<file path="config.mk">
export PLATFORM = sky130hd
export DESIGN_NAME = align_exponents_flat
export DESIGN_NICKNAME = d
export VERILOG_FILES = /design/src/rtl/align_exponents_if.sv /design/src/rtl/align_exponents.sv /design/src/flat_wrapper.sv
export SDC_FILE = /design/constraint.sdc
export NUM_CORES = 1
export LEC_CHECK = 0
export ABC_CLOCK_PERIOD_IN_PS = 7000
export CORE_UTILIZATION = 56
export CTS_BUF_LIST = sky130_fd_sc_hd__clkbuf_8
export CTS_CLUSTER_DIAMETER = 100
export DETAILED_ROUTE_END_ITERATION = 6
export MAX_ROUTING_LAYER = met4
export PLACE_DENSITY_LB_ADDON = 0.1
export SLEW_MARGIN = 20
export SYNTH_ARGS = -nofsm -noshare
export SYNTH_HDL_FRONTEND = slang
export SYNTH_SLANG_ARGS = --single-unit
</file>
<file path="constraint.sdc">
create_clock -name clk -period 7 [get_ports clk]
set_input_delay 1.4 -clock clk [delete_from_list [all_inputs] [get_ports clk]]
set_output_delay 1.4 -clock clk [all_outputs]
set_load 0.05 [all_outputs]
</file>
<file path="src/rtl/align_exponents_if.sv">
// Operand/result bundle for the exponent-compare and mantissa-alignment stage.
// The slave modport is the datapath side; the master modport is the producer/consumer side.
interface align_exponents_if #(
  parameter int EXP_W = 8,
  parameter int MAN_W = 24
);
  logic             in_valid;
  logic             in_ready;
  logic             sign1;
  logic             sign2;
  logic [EXP_W-1:0] exp1;
  logic [EXP_W-1:0] exp2;
  logic [MAN_W-1:0] man1;
  logic [MAN_W-1:0] man2;
  logic             out_valid;
  logic             out_ready;
  logic [EXP_W-1:0] exp_r;
  logic [EXP_W-1:0] diff;
  logic             swapped;
  logic             sign_big;
  logic             sign_small;
  logic [MAN_W-1:0] man_big;
  logic [MAN_W+2:0] man_small;

  modport slave (
    input  in_valid, sign1, sign2, exp1, exp2, man1, man2, out_ready,
    output in_ready, out_valid, exp_r, diff, swapped, sign_big, sign_small,
           man_big, man_small
  );

  modport master (
    output in_valid, sign1, sign2, exp1, exp2, man1, man2, out_ready,
    input  in_ready, out_valid, exp_r, diff, swapped, sign_big, sign_small,
           man_big, man_small
  );
endinterface

</file>
<file path="src/rtl/align_exponents.sv">
// Two-stage exponent compare and small-mantissa alignment for the FP adder.
// Stage 1 orders the operands; stage 2 shifts the small significand into a G/R/S-extended field.
module align_exponents #(
  parameter int EXP_W = 8,
  parameter int MAN_W = 24
) (
  input logic               clk,
  input logic               rst,
  align_exponents_if.slave  bus
);
  localparam int AW = MAN_W + 3;

  function automatic logic sticky_of(input logic [AW-1:0] ext, input logic [EXP_W-1:0] sh);
    logic [AW-1:0] mask;
    mask = ~({AW{1'b1}} << sh);
    return |(ext & mask);
  endfunction

  logic             adv1_s;
  logic             adv2_s;
  logic [EXP_W:0]   sub_s;
  logic             swap_s;
  logic [EXP_W-1:0] diff_s;
  logic [EXP_W-1:0] exp_big_s;
  logic [MAN_W-1:0] man_big_s;
  logic [MAN_W-1:0] man_small_s;
  logic             sign_big_s;
  logic             sign_small_s;
  logic [AW-1:0]    ext_s;
  logic [AW-1:0]    aligned_s;

  logic             s1_valid_r;
  logic [EXP_W-1:0] s1_exp_r;
  logic [EXP_W-1:0] s1_diff_r;
  logic             s1_swapped_r;
  logic             s1_sign_big_r;
  logic             s1_sign_small_r;
  logic [MAN_W-1:0] s1_man_big_r;
  logic [MAN_W-1:0] s1_man_small_r;

  logic             s2_valid_r;
  logic [EXP_W-1:0] s2_exp_r;
  logic [EXP_W-1:0] s2_diff_r;
  logic             s2_swapped_r;
  logic             s2_sign_big_r;
  logic             s2_sign_small_r;
  logic [MAN_W-1:0] s2_man_big_r;
  logic [AW-1:0]    s2_man_small_r;

  // A stage moves when its successor has room; in_ready follows out_ready without a bubble.
  assign adv2_s       = !s2_valid_r || bus.out_ready;
  assign adv1_s       = !s1_valid_r || adv2_s;
  assign bus.in_ready = adv1_s;

  // Operand ordering: borrow of the widened subtraction flags exp1 < exp2.
  always_comb begin
    sub_s  = {1'b0, bus.exp1} - {1'b0, bus.exp2};
    swap_s = sub_s[EXP_W] ||
             ((sub_s == {(EXP_W+1){1'b0}}) && (bus.man1 < bus.man2));
    if (swap_s) begin
      diff_s       = bus.exp2 - bus.exp1;
      exp_big_s    = bus.exp2;
      man_big_s    = bus.man2;
      man_small_s  = bus.man1;
      sign_big_s   = bus.sign2;
      sign_small_s = bus.sign1;
    end else begin
      diff_s       = sub_s[EXP_W-1:0];
      exp_big_s    = bus.exp1;
      man_big_s    = bus.man1;
      man_small_s  = bus.man2;
      sign_big_s   = bus.sign1;
      sign_small_s = bus.sign2;
    end
  end

  // Alignment shift; beyond the field width only the sticky of the whole mantissa survives.
  always_comb begin
    ext_s = {s1_man_small_r, 3'b000};
    if (32'(s1_diff_r) < AW) begin
      aligned_s = (ext_s >> s1_diff_r) | {{(AW-1){1'b0}}, sticky_of(ext_s, s1_diff_r)};
    end else begin
      aligned_s = {{(AW-1){1'b0}}, |s1_man_small_r};
    end
  end

  // Stage 1 register: compare results.
  always_ff @(posedge clk or posedge rst) begin
    if (rst) begin
      s1_valid_r      <= 1'b0;
      s1_exp_r        <= {EXP_W{1'b0}};
      s1_diff_r       <= {EXP_W{1'b0}};
      s1_swapped_r    <= 1'b0;
      s1_sign_big_r   <= 1'b0;
      s1_sign_small_r <= 1'b0;
      s1_man_big_r    <= {MAN_W{1'b0}};
      s1_man_small_r  <= {MAN_W{1'b0}};
    end else if (adv1_s) begin
      s1_valid_r <= bus.in_valid;
      if (bus.in_valid) begin
        s1_exp_r        <= exp_big_s;
        s1_diff_r       <= diff_s;
        s1_swapped_r    <= swap_s;
        s1_sign_big_r   <= sign_big_s;
        s1_sign_small_r <= sign_small_s;
        s1_man_big_r    <= man_big_s;
        s1_man_small_r  <= man_small_s;
      end
    end
  end

  // Stage 2 register: aligned result, held while downstream stalls.
  always_ff @(posedge clk or posedge rst) begin
    if (rst) begin
      s2_valid_r      <= 1'b0;
      s2_exp_r        <= {EXP_W{1'b0}};
      s2_diff_r       <= {EXP_W{1'b0}};
      s2_swapped_r    <= 1'b0;
      s2_sign_big_r   <= 1'b0;
      s2_sign_small_r <= 1'b0;
      s2_man_big_r    <= {MAN_W{1'b0}};
      s2_man_small_r  <= {AW{1'b0}};
    end else if (adv2_s) begin
      s2_valid_r <= s1_valid_r;
      if (s1_valid_r) begin
        s2_exp_r        <= s1_exp_r;
        s2_diff_r       <= s1_diff_r;
        s2_swapped_r    <= s1_swapped_r;
        s2_sign_big_r   <= s1_sign_big_r;
        s2_sign_small_r <= s1_sign_small_r;
        s2_man_big_r    <= s1_man_big_r;
        s2_man_small_r  <= aligned_s;
      end
    end
  end

  assign bus.out_valid  = s2_valid_r;
  assign bus.exp_r      = s2_exp_r;
  assign bus.diff       = s2_diff_r;
  assign bus.swapped    = s2_swapped_r;
  assign bus.sign_big   = s2_sign_big_r;
  assign bus.sign_small = s2_sign_small_r;
  assign bus.man_big    = s2_man_big_r;
  assign bus.man_small  = s2_man_small_r;
endmodule
</file>
<file path="src/flat_wrapper.sv">
// flat-port wrapper written by rule: the top's interface ports become plain ports
module align_exponents_flat 
#(
  parameter int EXP_W = 8,
  parameter int MAN_W = 24
)
  (clk, rst, bus_in_valid, bus_sign1, bus_sign2, bus_exp1, bus_exp2, bus_man1, bus_man2, bus_out_ready, bus_in_ready, bus_out_valid, bus_exp_r, bus_diff, bus_swapped, bus_sign_big, bus_sign_small, bus_man_big, bus_man_small);
  align_exponents_if #(.EXP_W(EXP_W), .MAN_W(MAN_W)) bus_i ();
  input logic clk;
  input logic rst;
  input wire logic [$bits(bus_i.in_valid)-1:0] bus_in_valid;
  input wire logic [$bits(bus_i.sign1)-1:0] bus_sign1;
  input wire logic [$bits(bus_i.sign2)-1:0] bus_sign2;
  input wire logic [$bits(bus_i.exp1)-1:0] bus_exp1;
  input wire logic [$bits(bus_i.exp2)-1:0] bus_exp2;
  input wire logic [$bits(bus_i.man1)-1:0] bus_man1;
  input wire logic [$bits(bus_i.man2)-1:0] bus_man2;
  input wire logic [$bits(bus_i.out_ready)-1:0] bus_out_ready;
  output wire logic [$bits(bus_i.in_ready)-1:0] bus_in_ready;
  output wire logic [$bits(bus_i.out_valid)-1:0] bus_out_valid;
  output wire logic [$bits(bus_i.exp_r)-1:0] bus_exp_r;
  output wire logic [$bits(bus_i.diff)-1:0] bus_diff;
  output wire logic [$bits(bus_i.swapped)-1:0] bus_swapped;
  output wire logic [$bits(bus_i.sign_big)-1:0] bus_sign_big;
  output wire logic [$bits(bus_i.sign_small)-1:0] bus_sign_small;
  output wire logic [$bits(bus_i.man_big)-1:0] bus_man_big;
  output wire logic [$bits(bus_i.man_small)-1:0] bus_man_small;
  assign bus_i.in_valid = bus_in_valid;
  assign bus_i.sign1 = bus_sign1;
  assign bus_i.sign2 = bus_sign2;
  assign bus_i.exp1 = bus_exp1;
  assign bus_i.exp2 = bus_exp2;
  assign bus_i.man1 = bus_man1;
  assign bus_i.man2 = bus_man2;
  assign bus_i.out_ready = bus_out_ready;
  assign bus_in_ready = bus_i.in_ready;
  assign bus_out_valid = bus_i.out_valid;
  assign bus_exp_r = bus_i.exp_r;
  assign bus_diff = bus_i.diff;
  assign bus_swapped = bus_i.swapped;
  assign bus_sign_big = bus_i.sign_big;
  assign bus_sign_small = bus_i.sign_small;
  assign bus_man_big = bus_i.man_big;
  assign bus_man_small = bus_i.man_small;
  align_exponents #(.EXP_W(EXP_W), .MAN_W(MAN_W)) u_core (.clk(clk), .rst(rst), .bus(bus_i));
endmodule
</file>
==> summary.txt <==
Outcome
  – Status: finished with violations
  – Failing checks: DRC

Layout
  – ANT cells: 0
  – Area Overhead vs Synth: 22.22%
  – Nets: 1149
  – Share of cells above drive strength 1: 10.74%

Timing
  – Setup TNS: 0 ns
  – RSZ-0062 raised after global routing: false
  – Final Hold Viols: 0
  – Fin crit period: 5.064 ns
  – Setup violations, final: 0
  – Worst Tran Pin Value: 0.9868 ns
  – Slew Limit Fails: 0
  – Final period utilization: 72.34%
  – Slew HR: 34.21%
  – Max Fclk: 0.1975 GHz
  – Layout Skew: 0.01210 ns

Setup path
  – CP Class: input port to flop
  – Worst EP arrival: 5.37 ns
  – Crit-path max FO: 68
  – Crit. End Element: flop
  – Startpoint Class: input port
  – Req. time, crit path: 7.30 ns

Power
  – Clock share of power: 23.4%
  – Worst VDD drop: 209.0 uV
  – Sequential power share: 35.8%
  – Combinational power share: 40.8%
  – Leak Pwr: 0.004606 uW
  – Total Power: 3037 uW
  – PD cells: 292.1 mW/mm^2
  – Sw frac: 39.93%
  – P_sw: 1213 uW
  – Cell-internal power: 1824 uW

Floorplan
  – Row count: 44
  – Core Area: 0.01470 sq mm
  – Die width: 125.3 um
  – Die Ht: 125.3 um
  – Die area: 0.01569 sq mm
  – Starting density of the core: 57.88%
  – Ports: 142

Synthesis
  – Post-synth cell types: 61
  – Ys Warns: 0
  – Mean post-synth cell area: 9.119 sq um
  – Netlist Area Pre-Place: 0.008508 sq mm
  – Post-synthesis sequential area ratio: 40.88%
  – Most used DFF post-synth: dfrtp_1
  – Number of synthesized flops with an enable pin: 0
  – Mapped Nets: 1043
  – Post-Syn Instances: 933
  – Flops & latches, synth: 139
  – FFs w/ async S/R, synth: 100.0%

Clock tree
  – TritonCTS Buffers: 17
  – CTS resizes: 0
  – H-tree levels: 4
  – TritonCTS clock tree: yes
  – Clk_lat worst skew: 0.45 ns
  – Clock sink count: 139
  – Root buffer cell: clkbuf_8
  – Clock Tree Buf Depth: 2
  – Hold Buf Count CTS: 0
  – Postcts setup bufs: 0
  – Worst-path clk slew: 0.08 ns

Global route
  – Wire length of the first global-routing pass: 35180 um
  – Largest net degree at the start of global routing: 103
  – Overflow after GRT: 0
  – Gr usage total: 29.08%
  – Number of global-route vias before repair: 6882
  – Antenna violations before repair: 0

Drt
  – Final WL: 21060 um
  – Routed length per instance: 17.04 um
  – Met3 WL: 998 um
  – Post-route ant nets: 0
  – Via count: 7207
  – # DRC: 16
  – Max Used Layer: met4
  – Met2 WL: 9935 um
  – Initial DRT Pass Iterations: 7
  – Number of vias per cell: 5.831
  – M1 WL: 9769 um
  – Iter 0 DRT Violations: 577

Worst hold path
  – Hold/Removal Path Class: flop to flop

Placed design
  – Hpwl dp: 15260 um
  – Gp weighted congestion: 0.8750
  – PortBufs: 141

Run
  – Max-cap violations: 0
sequential cells by signal, summed over array words and instances (netlist names):
register,cells
u_core.bus.sign_big,1
u_core.s1_sign_big_r,1
u_core.s1_swapped_r,1
u_core.bus.diff,8
u_core.bus.sign_small,1
u_core.s1_man_big_r,24
u_core.s1_valid_r,1
u_core.s1_diff_r,8
u_core.bus.man_small,27
u_core.s1_sign_small_r,1
u_core.bus.man_big,24
u_core.s1_man_small_r,24
u_core.s1_exp_r,8
u_core.bus.out_valid,1
u_core.bus.swapped,1
u_core.bus.exp_r,8
cells in the mapped netlist, types with 5 or more instances:
master	count	area [sq um]
a21oi_1	73	365.4
o211ai_1	5	37.54
nor2b_1	5	31.28
a31oi_1	6	37.54
nand4_1	9	56.30
ha_1	38	475.5
mux4_2	10	225.2
mux2_2	47	529.3
o21ai_0	98	490.5
nand3_1	17	85.08
nand2b_1	6	37.54
a211oi_1	9	67.56
a21o_1	10	75.07
mux2i_1	52	520.5
dfrtp_1	139	3478
buf_1	10	37.54
buf_6	6	67.56
nand2_1	123	461.7
nor3_1	10	50.05
buf_2	12	60.06
o21ai_1	23	115.1
nor2_1	65	244.0
inv_1	48	180.2
clkbuf_1	36	135.1
and2_1	5	31.28
a22o_1	10	87.58
power by group through the flow:
| stage | logic, uW | clock network, uW | registers (uW) |
|---|---|---|---|
| 6_report | 1240 | 711 | 1090 |
| 3_5_place_dp | 1230 | 0 | 1100 |
| 2_1_floorplan | 600 | 0 | 1340 |
| 5_1_grt | 1330 | 759 | 1110 |
| 3_3_place_gp | 1220 | 0 | 1090 |
| 4_1_cts | 1240 | 723 | 1080 |
routing by layer:
metal | track usage, % | vias up
met3 | 5.092 | 27
met5 | - | -
li1 | - | 3508
met1 | 39.31 | 3443
met2 | 45.32 | 229
met4 | 7.819 | 0
path summary, 6_finish.rpt:
kind	start	slack [ns]	endpoint	cells after the start
worst min register to register	u_core.bus.man_small[14]$_DFFE_PP0P_	0.48	u_core.bus.man_small[14]$_DFFE_PP0P_	2
min in group asynchronous	rst	1.43	u_core.bus.man_small[2]$_DFFE_PP0P_	2
worst max register to register	u_core.s1_diff_r[3]$_DFFE_PP0P_	4.26	u_core.bus.man_small[0]$_DFFE_PP0P_	8
worst max-delay path	bus_exp1[0]	1.94	u_core.s1_man_small_r[9]$_DFFE_PP0P_	12
worst min-delay path	u_core.bus.man_small[14]$_DFFE_PP0P_	0.48	u_core.bus.man_small[14]$_DFFE_PP0P_	2
max in group asynchronous	rst	4.31	u_core.s1_man_big_r[8]$_DFFE_PP0P_	3
cells in the final DEF (no fill, tap or decap), types with 6 or more instances in the layout:
cell type,n
a211oi_1,9
a21o_1,10
a21oi_1,73
a22o_1,10
a31oi_1,6
buf_4,10
clkbuf_8,22
clkdlybuf4s50_1,141
dfrtp_1,139
ha_1,38
inv_1,48
mux2_2,47
mux2i_1,52
mux4_2,10
nand2_1,121
nand2b_1,6
nand3_1,17
nand4_1,9
nor2_1,65
nor3_1,10
o21ai_0,98
o21ai_1,23
cell type report:
| class | count | area, sq um |
|---|---|---|
| multi-input cells | 681 | 4574 |
| fillers | 1180 | 4300 |
| flip-flops and latches | 139 | 3478 |
| repair buffers | 151 | 1486 |
| clock buffers | 22 | 302.8 |
| well taps | 184 | 230.2 |
| inverters | 49 | 188.9 |
| clock inverters | 10 | 137.6 |
worst max-delay path, cell delays in order:
cell and delay [ns]:
clkdlybuf4s50_1 0.52, inv_1 0.06, ha_1 0.20, fa_1 0.42, nor2b_1 0.21, o31ai_2 0.12, a21oi_1 0.22, a222oi_1 0.14
a32oi_4 0.85, buf_4 0.75, mux2i_1 0.35, o21ai_1 0.08
logic make-up after synthesis:
| logic type | after synthesis | synth area share [%] |
|---|---|---|
| AO/OA/AOI/OAI | 262 | 17.99 |
| XOR/XNOR | 8 | 0.8234 |
| adder cells (fa/ha/maj) | 40 | 6.059 |
| buffers and inverters | 113 | 5.691 |
| flip-flops | 139 | 40.88 |
| multiplexers | 110 | 15.16 |
| AND/OR/NAND/NOR | 261 | 13.40 |
per-stage QoR:
stage               worst slack [ns]  area [sq um]  util (%)  cells  hold WS (ns)
floorplan                      1.875          8508         -    933        0.4460
detailed placement             1.502          9958     67.75   1204        0.4660
CTS                            1.943         10400     70.74   1236        0.4842
finish                         1.936         10400     70.74   1236        0.4802
global route                   1.637         10400     70.74   1236        0.5050
global placement               1.550          9958     67.75   1204        0.4572
Note: power is estimated with default switching activity, not from simulation.
